$ cat src/rtl/demux_rr_n.sv
// Round-robin / explicit-destination demux of one valid-qualified stream into NCH show-ahead FIFOs.
// Optional DEMUX_RR_STATS_EN adds a saturating upstream stall counter output.
module demux_rr_n #(
  parameter int unsigned WIDTH = 8,
  parameter int unsigned NCH   = 4,
  parameter int unsigned DEPTH = 4
) (
  input  logic                 clk,
  input  logic                 reset_L,
  input  logic [WIDTH-1:0]     data_in,
  input  logic                 valid_in,
  input  logic                 sel_mode,
  output logic                 in_ready,
  input  logic [NCH-1:0]       pop,
  output logic [NCH*WIDTH-1:0] data_out,
  output logic [NCH-1:0]       valid_out,
  output logic [NCH-1:0]       fifo_full,
  output logic                 drop_err
`ifdef DEMUX_RR_STATS_EN
  ,
  output logic [15:0]          stall_count
`endif
);

  localparam int unsigned SELW = $clog2(NCH);
  localparam int unsigned CW   = $clog2(DEPTH + 1);
  localparam int unsigned PW   = $clog2(DEPTH);

  logic [SELW-1:0] rr_ptr;
  logic [SELW-1:0] dest;
  logic [SELW-1:0] target;
  logic            bad_dest;
  logic            accept;

  // Target selection; a bad mode-1 destination is always accepted and dropped.
  always_comb begin
    dest     = data_in[WIDTH-1 -: SELW];
    bad_dest = sel_mode && ({1'b0, dest} >= (SELW+1)'(NCH));
    target   = sel_mode ? dest : rr_ptr;
    in_ready = bad_dest || !fifo_full[target];
    accept   = valid_in && in_ready;
  end

  always_ff @(posedge clk or negedge reset_L) begin
    if (!reset_L) begin
      rr_ptr   <= '0;
      drop_err <= 1'b0;
    end else begin
      drop_err <= accept && bad_dest;
      if (accept && !sel_mode)
        rr_ptr <= (rr_ptr == SELW'(NCH - 1)) ? '0 : rr_ptr + SELW'(1);
    end
  end

`ifdef DEMUX_RR_STATS_EN
  always_ff @(posedge clk or negedge reset_L) begin
    if (!reset_L)
      stall_count <= '0;
    else if (valid_in && !in_ready && (stall_count != 16'hFFFF))
      stall_count <= stall_count + 16'd1;
  end
`endif

  for (genvar i = 0; i < NCH; i++) begin : g_ch
    logic [WIDTH-1:0] mem [DEPTH];
    logic [PW-1:0]    wr_ptr;
    logic [PW-1:0]    rd_ptr;
    logic [CW-1:0]    count;
    logic             push;
    logic             pop_ok;

    // Full channel never sees a push (in_ready low); empty channel ignores pop.
    assign push      = accept && !bad_dest && (target == SELW'(i));
    assign pop_ok    = pop[i] && (count != '0);
    assign valid_out[i] = (count != '0);
    assign fifo_full[i] = (count == CW'(DEPTH));
    assign data_out[i*WIDTH +: WIDTH] = valid_out[i] ? mem[rd_ptr] : '0;

    always_ff @(posedge clk or negedge reset_L) begin
      if (!reset_L) begin
        wr_ptr <= '0;
        rd_ptr <= '0;
        count  <= '0;
      end else begin
        if (push)   wr_ptr <= wr_ptr + PW'(1);
        if (pop_ok) rd_ptr <= rd_ptr + PW'(1);
        case ({push, pop_ok})
          2'b10:   count <= count + CW'(1);
          2'b01:   count <= count - CW'(1);
          default: count <= count;
        endcase
      end
    end

    always_ff @(posedge clk) begin
      if (push) mem[wr_ptr] <= data_in;
    end
  end

endmodule
$ cat config.mk
export PLATFORM = sky130hd
export DESIGN_NAME = demux_rr_n
export DESIGN_NICKNAME = d
export VERILOG_FILES = /design/src/rtl/demux_rr_n.sv
export SDC_FILE = /design/constraint.sdc
export NUM_CORES = 1
export LEC_CHECK = 0
export CORE_ASPECT_RATIO = 0.5
export CORE_MARGIN = 2
export CORE_UTILIZATION = 45
export CTS_BUF_LIST = sky130_fd_sc_hd__clkbuf_8
export CTS_CLUSTER_SIZE = 14
export DETAILED_ROUTE_END_ITERATION = 6
export GPL_ROUTABILITY_DRIVEN = 0
export PLACE_DENSITY = 0.7
export SYNTH_ARGS = -nofsm -noshare
export SYNTH_HDL_FRONTEND = slang
export SYNTH_SLANG_ARGS = --single-unit
$ cat constraint.sdc
create_clock -name clk -period 3.3 [get_ports clk]
set_input_delay 0.66 -clock clk [delete_from_list [all_inputs] [get_ports clk]]
set_output_delay 0.66 -clock clk [all_outputs]
set_load 0.03 [all_outputs]
---- Word level (Yosys, flattened, before mapping) ----
Memories as Yosys holds them, arrays and structs flattened.
Cells that the tools add are included.
storage, ports and cells
  register bits after elaboration ......... 30
  bits in writable memories ............... 128
  input bits .............................. 16
  memories ................................ 4
memories
  name         depth  width  rd ports  clocked after Yosys merged registers in  wr ports  RTL line  source
  g_ch[0].mem  4      8      1         0                                        1         65        logic [WIDTH-1:0] mem [DEPTH];
  g_ch[1].mem  4      8      1         0                                        1         65
  g_ch[2].mem  4      8      1         0                                        1         65
  g_ch[3].mem  4      8      1         0                                        1         65
operators by class
  add/sub/neg operators ................... 17
  order comparisons ....................... 1
  equal/unequal tests ..................... 16
  muxes and demuxes ....................... 20
  reductions and logical operators ........ 21
operators with widths
  operator             number
  $mux 8               4
  $pmux 3 s2           4
  $add 2x1->2 const B  9
  $eq 2x2->1 const B   7
  $add 3x1->3 const B  4
  $eq 3x3->1 const B   4
  $reduce_bool 3->1    4
  $sub 3x1->3 const B  4
  $eq 2x1->1 const B   5
  $logic_and 1x1->1    10
  $mux 1               9
  $reduce_bool 2->1    4
  $mux 2               2
  $lt 2x3->1 const B   1
  $bmux 1 s2           1
  $logic_not 1->1      2
  $logic_not 2->1      1

---- Longest topological paths before layout ----
Gate-level depths: netlist of run 1.
  word-level depth ........................ 8
  depth in mapped cells ................... 10

---- Worst setup path after synthesis of run 1 ----
No wires, ideal clock.
  kind .................................... flip-flop to flip-flop
  from .................................... reg g_ch[1].count[0]
  to ...................................... reg g_ch[1].count[2]
  setup time .............................. 0.079 ns
  arrival time ............................ 2.563 ns
  required time ........................... 3.221 ns
  path slack .............................. 0.658 ns
  stages on the path, launching flop included .. 10
  period minus slack after synthesis ...... 2.642 ns
  cells stage by stage .................... dfrtp_1 nor3b_1 nor3_2 inv_1 ha_1 inv_1 fa_1 xor2_1 nor2_1 xor2_1
on the way
  cells in the longest elaborated chain, start to end .. 8
  elaborated cells between the ends (all ways) .. 14
ends and longest elaborated chain
  what                                             RTL line  source
  start, declared                                  68        logic [CW-1:0] count;
  start signal, assigned                           88        2'b10: count <= count + CW'(1);
  start signal, assigned                           89        2'b01: count <= count - CW'(1);
  start signal, assigned                           90        default: count <= count;
  $eq 3x3->1 *                                     76        assign fifo_full[i] = (count == CW'(DEPTH));
  net fifo_full[1]                                 17        output logic [NCH-1:0] fifo_full,
  $bmux 1 s2 *                                     40        in_ready = bad_dest || !fifo_full[target];
  $mux 1 (implied by the code) *                   40
  $logic_not 1->1 *                                40
  $logic_and 1x1->1 *                              41        accept = valid_in && in_ready;
  $logic_and 1x1->1 *                              73        assign push = accept && !bad_dest && (target == SELW'(i));
  $eq 2x1->1 or $eq 2x2->1 (tied branches)         87        case ({push, pop_ok})
  $pmux 3 s2 or $reduce_bool 2->1 (tied branches)  -
Mark *: on every way through the listed nets, which the timed path passes. The rest lies on a longest branch. The select of a mux whose other input is x is not followed.
A chain may end at the register's enable or synchronous reset.

---- Worst setup path after layout of run 1 ----
  from .................................... reg g_ch[0].rd_ptr[0]
  to ...................................... out data_out[1]
on the way
  cells in the longest elaborated chain, start to end .. 2
ends and longest elaborated chain
  what                    RTL line  source
  start, declared         67        logic [PW-1:0] rd_ptr;
  start signal, assigned  86        if (pop_ok) rd_ptr <= rd_ptr + PW'(1);
  $mem_v2 4x8             -
  $mux 8                  77        assign data_out[i*WIDTH +: WIDTH] = valid_out[i] ? mem[rd_ptr] : '0;
  end, declared           15        output logic [NCH*WIDTH-1:0] data_out,
Every way passes these cells.

==> results_dict.tcl, run 1 <==
set metrics [dict create \
    hold_start "g_ch[3].count[2]" \
    clock-root-buffer "clkbuf_8" \
    grt_max_degree 31 \
    design_power_total_mw 7.16 \
    yosysSeqAreaShare 0.683 \
    overflow 0 \
    busiest_layer "met2" \
    gr-usage-met3 0.0404 \
    crit_path_start_kind "flop" \
    final_common_cell "edfxtp_1" \
    criticalPathCategory "reg -> out" \
    worstPathRequired_ns 2.64 \
    power_density_nw_per_um2 902 \
    die_w_um 177 \
    ir_worst_vdd_v 0.000324 \
    synthToLayoutAreaGrowth_pct 18.1 \
    rows 31 \
    synthDistinctLibCells 33 \
    dieHeight_um 90.4 \
    groute.layer.met2.usage 0.250 \
    maxCapViolCount 0 \
    nets 489 \
    avgSynthCellArea_um2 18.0 \
    layout_min_cycle_time_ns 3.15 \
    final.setup.worst_slack_ns 0.146 \
    pin_count 58 \
    final_util 0.546 \
    tightest_slew_ns 0.690 \
    setup_violations 0 \
    start_util 0.462 \
    power_leakage_nw 2.83 \
    syn_nets 415 \
    status "completed" \
    placed_area_um2 7560 \
    hold_class "reg -> reg" \
    ys_warn_count 0 \
    io_buffers 56 \
    clk_pin_slew_worst_paths_ns 0.09 \
    stdcell_area_um2 7940 \
    finalHoldViolCount 0 \
    cts_buffers 17 \
    postRouteAntennaNets 0 \
    drtPass1Iterations 5 \
    startpoint "g_ch[0].rd_ptr[0]" \
    final_cell_mix "128 x edfxtp_1, 55 x clkdlybuf4s50_1, 52 x and2_1, 32 x mux4_2, 28 x dfrtp_1" \
    relSlewSlack 0.539 \
    path_max_fanout 10 \
    drc 0 \
    setup-tns-final_ns 0 \
    vias 3237 \
    syn_inst 374 \
    timing.rr.start "g_ch[0].count[0]" \
    htreeDepth 4 \
    worstSkewPairLatency_ns 0.44 \
    drtIter0Drc 177 \
    clk_path_buf_depth 2 \
    cts_tree "yes" \
    fmax_mhz 317 \
    met1_usage 0.212 \
    fin_crit_sh 0.956 \
    final-max-slew-violation-count 0 \
    skew_ns 0.0149 \
    grt_pass1_vias 3434 \
    reg2reg_slack_ns 0.99 \
    cts_sinks 158 \
    dp_slack_ns 0.331 \
    yosys_register_bits 158 \
    dp.final_hpwl_um 7710 \
    wirelength_um 11500 \
    cp.arrival_ns 2.49 \
    antenna_found_initial 0 \
    via_per_inst 4.91 \
    syn_area_um2 6720 \
    end_kind "output port" \
    grt_pass1_wl_um 18400 \
    fp.dieArea_um2 16000 \
    wl_per_cell_um 17.4 \
    rsz0062_at_grt "no" \
    antenna_cells 0 \
    drive_above_1_share 0.204 \
    grt_use_total 0.156 \
    core_area_um2 14500 \
]
worst paths after layout:
path / endpoint / cells past startpoint
min: g_ch[3].count[2] / 1
max reg2reg: g_ch[0].count[2] / 8
max: data_out[1] / 3
min in group asynchronous: g_ch[0].rd_ptr[1] / 2
min reg2reg: g_ch[3].count[2] / 1
max in group asynchronous: g_ch[2].rd_ptr[0] / 2
Yosys cell counts:
master    number  area [µm²]
nand2_2        1        6.26
inv_1         24        90.1
mux4_2        32         721
o22ai_2        1        12.5
mux2_1         1        11.3
nand2b_4       1        13.8
o22a_1         1        8.76
mux2_2         2        22.5
nor3_4         1        16.3
or2_2          1        6.26
nor2_1         4        15.0
nor3b_2        1        12.5
edfxtp_1     128        3840
conb_1         1        3.75
dfrtp_1       30         751
xor2_1        12         105
ha_1          21         263
mux2_4         5        75.1
buf_2          4        20.0
clkbuf_1       8        30.0
nand3b_1       1        7.51
or3_1          4        25.0
nand2b_1       1        6.26
nand2_1        6        22.5
buf_4          1        7.51
nor3_1         1        5.00
and2_1        52         325
nor3_2         3        30.0
o21ai_0        2        10.0
nor3b_1        3        22.5
xnor2_1       12         105
mux2i_1        5        50.1
fa_1           4        80.1
state kept, by name (all words and copies together), names as in the netlist:
signal / cells
g_ch.rd_ptr: 8
g_ch.wr_ptr: 8
rr_ptr: 2
g_ch.mem: 128
g_ch.count: 12
cell type report:
class | instances | area [µm²]
multi-input cells | 179 | 1980
clock buffers | 17 | 234
flip-flops and latches | 158 | 4600
clock inverters | 15 | 141
well taps | 198 | 248
repair buffers | 68 | 648
fillers | 1133 | 6610
inverters | 24 | 90.1
metrics by stage:
step,hold slack [ns],instances
global route,0.497,659
CTS,0.491,659
detailed placement,0.477,627
floorplan,0.364,374
global placement,0.468,627
finish,0.487,659
routing by layer:
metal | wire, µm | share of wire | up-vias
met5 | 0 | 0 | -
met1 | 5460 | 0.48 | 1665
met3 | 355 | 0.031 | 10
met2 | 5570 | 0.48 | 38
met4 | 102 | 0.0089 | 0
li1 | - | - | 1524
timing repair:
action                     4_1_cts  5_1_grt
hold endpoints to repair         0        0
setup endpoints to repair        0        4
setup buffers                    0        0
resized for setup                0        2
hold buffers                     0        0
where the power goes:
group          internal, mW  leakage, nW  switching [mW]
Sequential             2.48         1.50           0.365
Combinational          1.47         1.14            1.50
Clock                 0.559        0.186           0.781
Total                  4.51         2.83            2.65
critical path: stages, from the launching register on:
cell             delay (ns)
dfrtp_1                0.73
mux4_2                 0.56
and2_1                 0.18
clkdlybuf4s50_1        0.59
cells by family (layout without fill, tap and decap cells):
family	after synthesis	count (layout)	share of synthesized area
xor+xnor	24	24	0.0313
flops	158	158	0.683
fa+ha+maj	25	25	0.0510
buf+inv	37	124	0.0220
mux	45	45	0.131
simple gates	80	80	0.0765
other cells	1	1	0.000558
compound gates	4	4	0.00465
Power figures use the tool's default switching activity.
==> inputs of run 2 (changes only) <==
==> constraint.sdc (replaced) <==
create_clock -name clk -period 3.3 [get_ports clk]
set_input_delay 0.66 -clock clk [delete_from_list [all_inputs] [get_ports clk]]
set_output_delay 0.66 -clock clk [all_outputs]
set_load 0.05 [all_outputs]
==> run 2 against run 1 <==
Clock-buffer cell count unchanged. Die area unchanged. Register-to-register slack improved by 0.04 ns. Highest routed layer unchanged. Largest cell class unchanged. Cell count increased by 0.15%. Non-clock buffer count increased by 1. Routed wire length decreased by 0.55%. Largest power group unchanged. First-iteration DRC count decreased by 29%. Cell area increased by 0.74%.
==> results_dict.tcl, run 2 (synthesis results as in run 1) <==
set metrics [dict create \
    status "completed" \
    worstSkewPairLatency_ns 0.45 \
    cts_tree "yes" \
    grt_pass1_vias 3470 \
    drtIter0Drc 125 \
    postRouteAntennaNets 0 \
    setup-tns-final_ns 0 \
    largest_reg_flops 128 \
    power_density_nw_per_um2 975 \
    tightest_slew_ns 0.647 \
    clk_path_buf_depth 2 \
    wirelength_um 11400 \
    rsz0062_at_grt "no" \
    criticalPathCategory "reg -> out" \
    nets 490 \
    synthToLayoutAreaGrowth_pct 19.0 \
    clock-root-buffer "clkbuf_8" \
    cp.arrival_ns 2.46 \
    overflow 0 \
    cts_sinks 158 \
    final-max-slew-violation-count 0 \
    p_int_mw 4.67 \
    antenna_cells 0 \
    io_buffers 56 \
    clk_pin_slew_worst_paths_ns 0.08 \
    relSlewSlack 0.567 \
    path_max_fanout 8 \
    grt_use_total 0.157 \
    end_kind "output port" \
    finalHoldViolCount 0 \
    via_per_inst 4.96 \
    hold_class "reg -> reg" \
    power_leakage_nw 2.91 \
    final.setup.worst_slack_ns 0.176 \
    drtPass1Iterations 4 \
    pin_count 58 \
    drc 0 \
    cts_buffers 17 \
    worstPathRequired_ns 2.64 \
    final_util 0.550 \
    vias 3271 \
    start_util 0.462 \
    drive_above_1_share 0.206 \
    ir_worst_vdd_v 0.000425 \
    final_cell_mix "128 x edfxtp_1, 52 x and2_1, 50 x clkdlybuf4s50_1, 32 x mux4_2, 28 x dfrtp_1" \
    pwr-share-seq 0.362 \
    antenna_found_initial 1 \
    htreeDepth 4 \
    fin_crit_sh 0.947 \
    skew_ns 0.0121 \
    grt_max_degree 31 \
    setup_violations 0 \
    hold_buffers 0 \
    dp.final_hpwl_um 7610 \
    p_clk_frac 0.188 \
    final_common_cell "edfxtp_1" \
    dieHeight_um 90.4 \
    maxCapViolCount 0 \
    crit_path_start_kind "flop" \
    swShare 0.402 \
    pwr-share-comb 0.450 \
    rows 31 \
    biggestRegsByFlops "g_ch.mem: 128 flops, g_ch.count: 12 flops" \
    fp.dieArea_um2 16000 \
    die_w_um 177 \
    grt_pass1_wl_um 18500 \
    dp_slack_ns 0.264 \
    core_area_um2 14500 \
    layout_min_cycle_time_ns 3.12 \
    fillers 1141 \
    p_sw_mw 3.13 \
    wl_per_cell_um 17.3 \
    fmax_mhz 320 \
    regMostFlops "g_ch.mem" \
]
[run 2: cell types whose count changed in the layout (fill, tap and decap cells not counted), moves of 2 or more]
cell / delta
inv_8: -3
clkinvlp_4: -2
clkdlybuf4s50_1: -5
inv_6: +4
bufinv_16: +2
dlymetal6s2s_1: +4
[run 2: final cells by class]
type	instances	area [µm²]	share of cell area
timing repair buffer	69	677	0.0846
inverter	24	90.1	0.0113
clock buffer	17	234	0.0293
multi-input combinational	179	1980	0.248
sequential	158	4600	0.575
tap	198	248	0.0310
clock inverter	15	171	0.0214
[run 2: final timing paths]
check | depth (start not counted) | from | slack (ns) | to
max | 4 | g_ch[3].rd_ptr[0] | 0.18 | data_out[29]
min | 1 | g_ch[1].count[2] | 0.48 | g_ch[1].count[2]
max reg2reg | 8 | g_ch[0].count[0] | 1.03 | g_ch[0].count[2]
min reg2reg | 1 | g_ch[1].count[2] | 0.48 | g_ch[1].count[2]
max in group asynchronous | 2 | reset_L | 2.34 | g_ch[2].rd_ptr[0]
min in group asynchronous | 2 | reset_L | 0.63 | g_ch[1].rd_ptr[0]
[run 2: critical path, stage by stage (launching register included)]
cell             delay (ns)
dfrtp_1                0.39
buf_4                  0.23
mux4_2                 0.53
and2_1                 0.17
clkdlybuf4s50_1        0.69
[run 2: layer usage]
metal / track usage / up-vias / routed length (µm)
li1: - / 1530 / -
met1: 0.216 / 1682 / 5450
met2: 0.251 / 46 / 5480
met3: 0.0387 / 13 / 370
met4: 0.0475 / 0 / 126
met5: 0 / - / 0
[run 2: repair_timing]
item / CTS / global route
gates resized for setup: 3 / 4
gates cloned: 0 / 0
setup endpoints to repair: 4 / 4
pin swaps: 0 / 0
hold endpoints to repair: 0 / 0
setup buffers: 0 / 0
[run 2: metrics by stage]
| stage | hold WS [ns] | std cells | power (mW) | cell area [µm²] |
|---|---|---|---|---|
| 6_report | 0.481 | 660 | 7.80 | 8000 |
| 4_1_cts | 0.482 | 660 | 7.89 | 7990 |
| 5_1_grt | 0.506 | 660 | 8.24 | 8000 |
| 3_5_place_dp | 0.470 | 628 | 6.43 | 7580 |
| 2_1_floorplan | 0.364 | 374 | 5.35 | 6720 |
| 3_3_place_gp | 0.464 | 628 | 6.39 | 7580 |
[run 2: power by group through the flow]
| stage | logic (mW) | registers, mW | clock network, mW |
|---|---|---|---|
| after detailed placement | 3.55 | 2.88 | 0 |
| after CTS | 3.56 | 2.83 | 1.49 |
| after floorplan | 2.70 | 2.65 | 0 |
| after global placement | 3.53 | 2.87 | 0 |
| final | 3.51 | 2.82 | 1.47 |
| after global routing | 3.78 | 2.89 | 1.58 |
==> inputs of run 3 (changes only) <==
==> constraint.sdc (replaced) <==
create_clock -name clk -period 3.3 [get_ports clk]
set_input_delay 0.33 -clock clk [delete_from_list [all_inputs] [get_ports clk]]
set_output_delay 0.33 -clock clk [all_outputs]
set_load 0.05 [all_outputs]
==> run 3 against run 2 <==
Clock skew grew 0.00083 ns. Sequential share of layout area rose by 0.74 points. Register-to-register slack lost 0.07 ns. Non-clock buffer count shrank 7. Hold slack worse by 0.19 ns. Via count shrank 1.9%. Critical endpoint is now data_out[15]. Highest routed layer unchanged.
==> results_dict.tcl, run 3 (synthesis results as in run 1) <==
set metrics [dict create \
    status "completed" \
    critPathBufInv 1 \
    postRouteAntennaNets 0 \
    cp.arrival_ns 2.65 \
    worstPathRequired_ns 2.97 \
    fin_crit_sh 0.902 \
    dp_slack_ns 0.530 \
    drc 0 \
    final_cells 653 \
    rsz0062_at_grt "no" \
    pwr-share-seq 0.378 \
    clk_pin_slew_worst_paths_ns 0.09 \
    crit_path_start_kind "flop" \
    wl_per_cell_um 17.7 \
    io_buffers 56 \
    pin_count 58 \
    power_density_nw_per_um2 961 \
    grt_pass1_wl_um 18300 \
    final.setup.worst_slack_ns 0.322 \
    worstSkewPairLatency_ns 0.45 \
    cp_slowest_cell "dfrtp_1" \
    wirelength_um 11600 \
    power_leakage_nw 2.79 \
    p_sw_mw 3.12 \
    pwr-share-comb 0.450 \
    hold_buffers 0 \
    largest_reg_flops 128 \
    vias 3209 \
    final_util 0.543 \
    cts_sinks 158 \
    fmax_mhz 336 \
    skew_ns 0.0129 \
    swShare 0.411 \
    antenna_cells 0 \
    grt_use_total 0.158 \
    design_power_total_mw 7.58 \
    drtIter0Drc 129 \
    clk_path_buf_depth 2 \
    fillers 1160 \
    synthToLayoutAreaGrowth_pct 17.4 \
    stdcell_area_um2 7890 \
    criticalPathCategory "reg -> out" \
    grt_max_degree 31 \
    grt_pass1_vias 3364 \
    cts_buffers 17 \
    htreeDepth 4 \
    placed_cells 621 \
    start_util 0.462 \
    relSlewSlack 0.537 \
    drtPass1Iterations 4 \
    antenna_found_initial 0 \
    slowest_delay_ns 0.73 \
    clock-root-buffer "clkbuf_8" \
    tightest_slew_ns 0.693 \
    die_w_um 177 \
    overflow 0 \
    dieHeight_um 90.4 \
    ctsResizeCount 0 \
    path_max_fanout 10 \
    final_common_cell "edfxtp_1" \
    finalHoldViolCount 0 \
    p_clk_frac 0.172 \
    biggestRegsByFlops "g_ch.mem: 128 flops, g_ch.count: 12 flops" \
    cts_tree "yes" \
    postCtsSetupBuffers 0 \
    via_per_inst 4.91 \
    path_cells "mux4_2 -> and2_1 -> clkdlybuf4s50_1" \
    layout_min_cycle_time_ns 2.98 \
    setup_violations 0 \
    hold_slack_ns 0.289 \
    rows 31 \
    final-max-slew-violation-count 0 \
    regMostFlops "g_ch.mem" \
    fp.dieArea_um2 16000 \
    placed_area_um2 7530 \
    hold_class "in -> async" \
    nets 483 \
    core_area_um2 14500 \
    maxCapViolCount 0 \
    crit_family "flip-flops" \
    dp.final_hpwl_um 7560 \
    p_int_mw 4.47 \
    final_cell_mix "128 x edfxtp_1, 55 x clkdlybuf4s50_1, 52 x and2_1, 32 x mux4_2, 30 x dfrtp_1" \
    end_kind "output port" \
    ir_worst_vdd_v 0.000389 \
    setup-tns-final_ns 0 \
    drive_above_1_share 0.189 \
]
-- run 3: final timing paths --
kind / startpoint / end / slack, ns / depth (start not counted)
max in group asynchronous: reset_L / g_ch[2].rd_ptr[0] / 2.70 / 2
setup reg to reg: g_ch[0].count[0] / g_ch[0].count[2] / 0.96 / 10
setup / recovery: g_ch[1].rd_ptr[0] / data_out[15] / 0.32 / 3
hold / removal: reset_L / g_ch[0].wr_ptr[1] / 0.29 / 2
hold reg to reg: g_ch[3].count[2] / g_ch[3].count[2] / 0.49 / 1
min in group clk: g_ch[3].count[2] / g_ch[3].count[2] / 0.49 / 1
-- run 3: metal layers --
metal  up-vias  track usage  share of wire
met1      1627        0.217           0.47
met5         -            0              0
met3        19       0.0362          0.040
met4         0       0.0654          0.017
li1       1511            -              -
met2        52        0.246           0.48
-- run 3: area by class of cell --
cell class / instances / area (µm²) / share of cell area
flip-flops and latches: 158 / 4590 / 0.582
multi-input cells: 179 / 1980 / 0.251
repair buffers: 62 / 616 / 0.0780
well taps: 198 / 248 / 0.0314
clock buffers: 17 / 234 / 0.0296
clock inverters: 15 / 129 / 0.0163
inverters: 24 / 90.1 / 0.0114
-- run 3: power by group through the flow --
stage          combinational [mW]  clock [mW]  sequential, mW
2_1_floorplan                2.70           0            2.65
3_3_place_gp                 3.41           0            2.91
4_1_cts                      3.46        1.33            2.88
6_report                     3.42        1.30            2.87
5_1_grt                      3.66        1.42            2.93
3_5_place_dp                 3.44           0            2.92
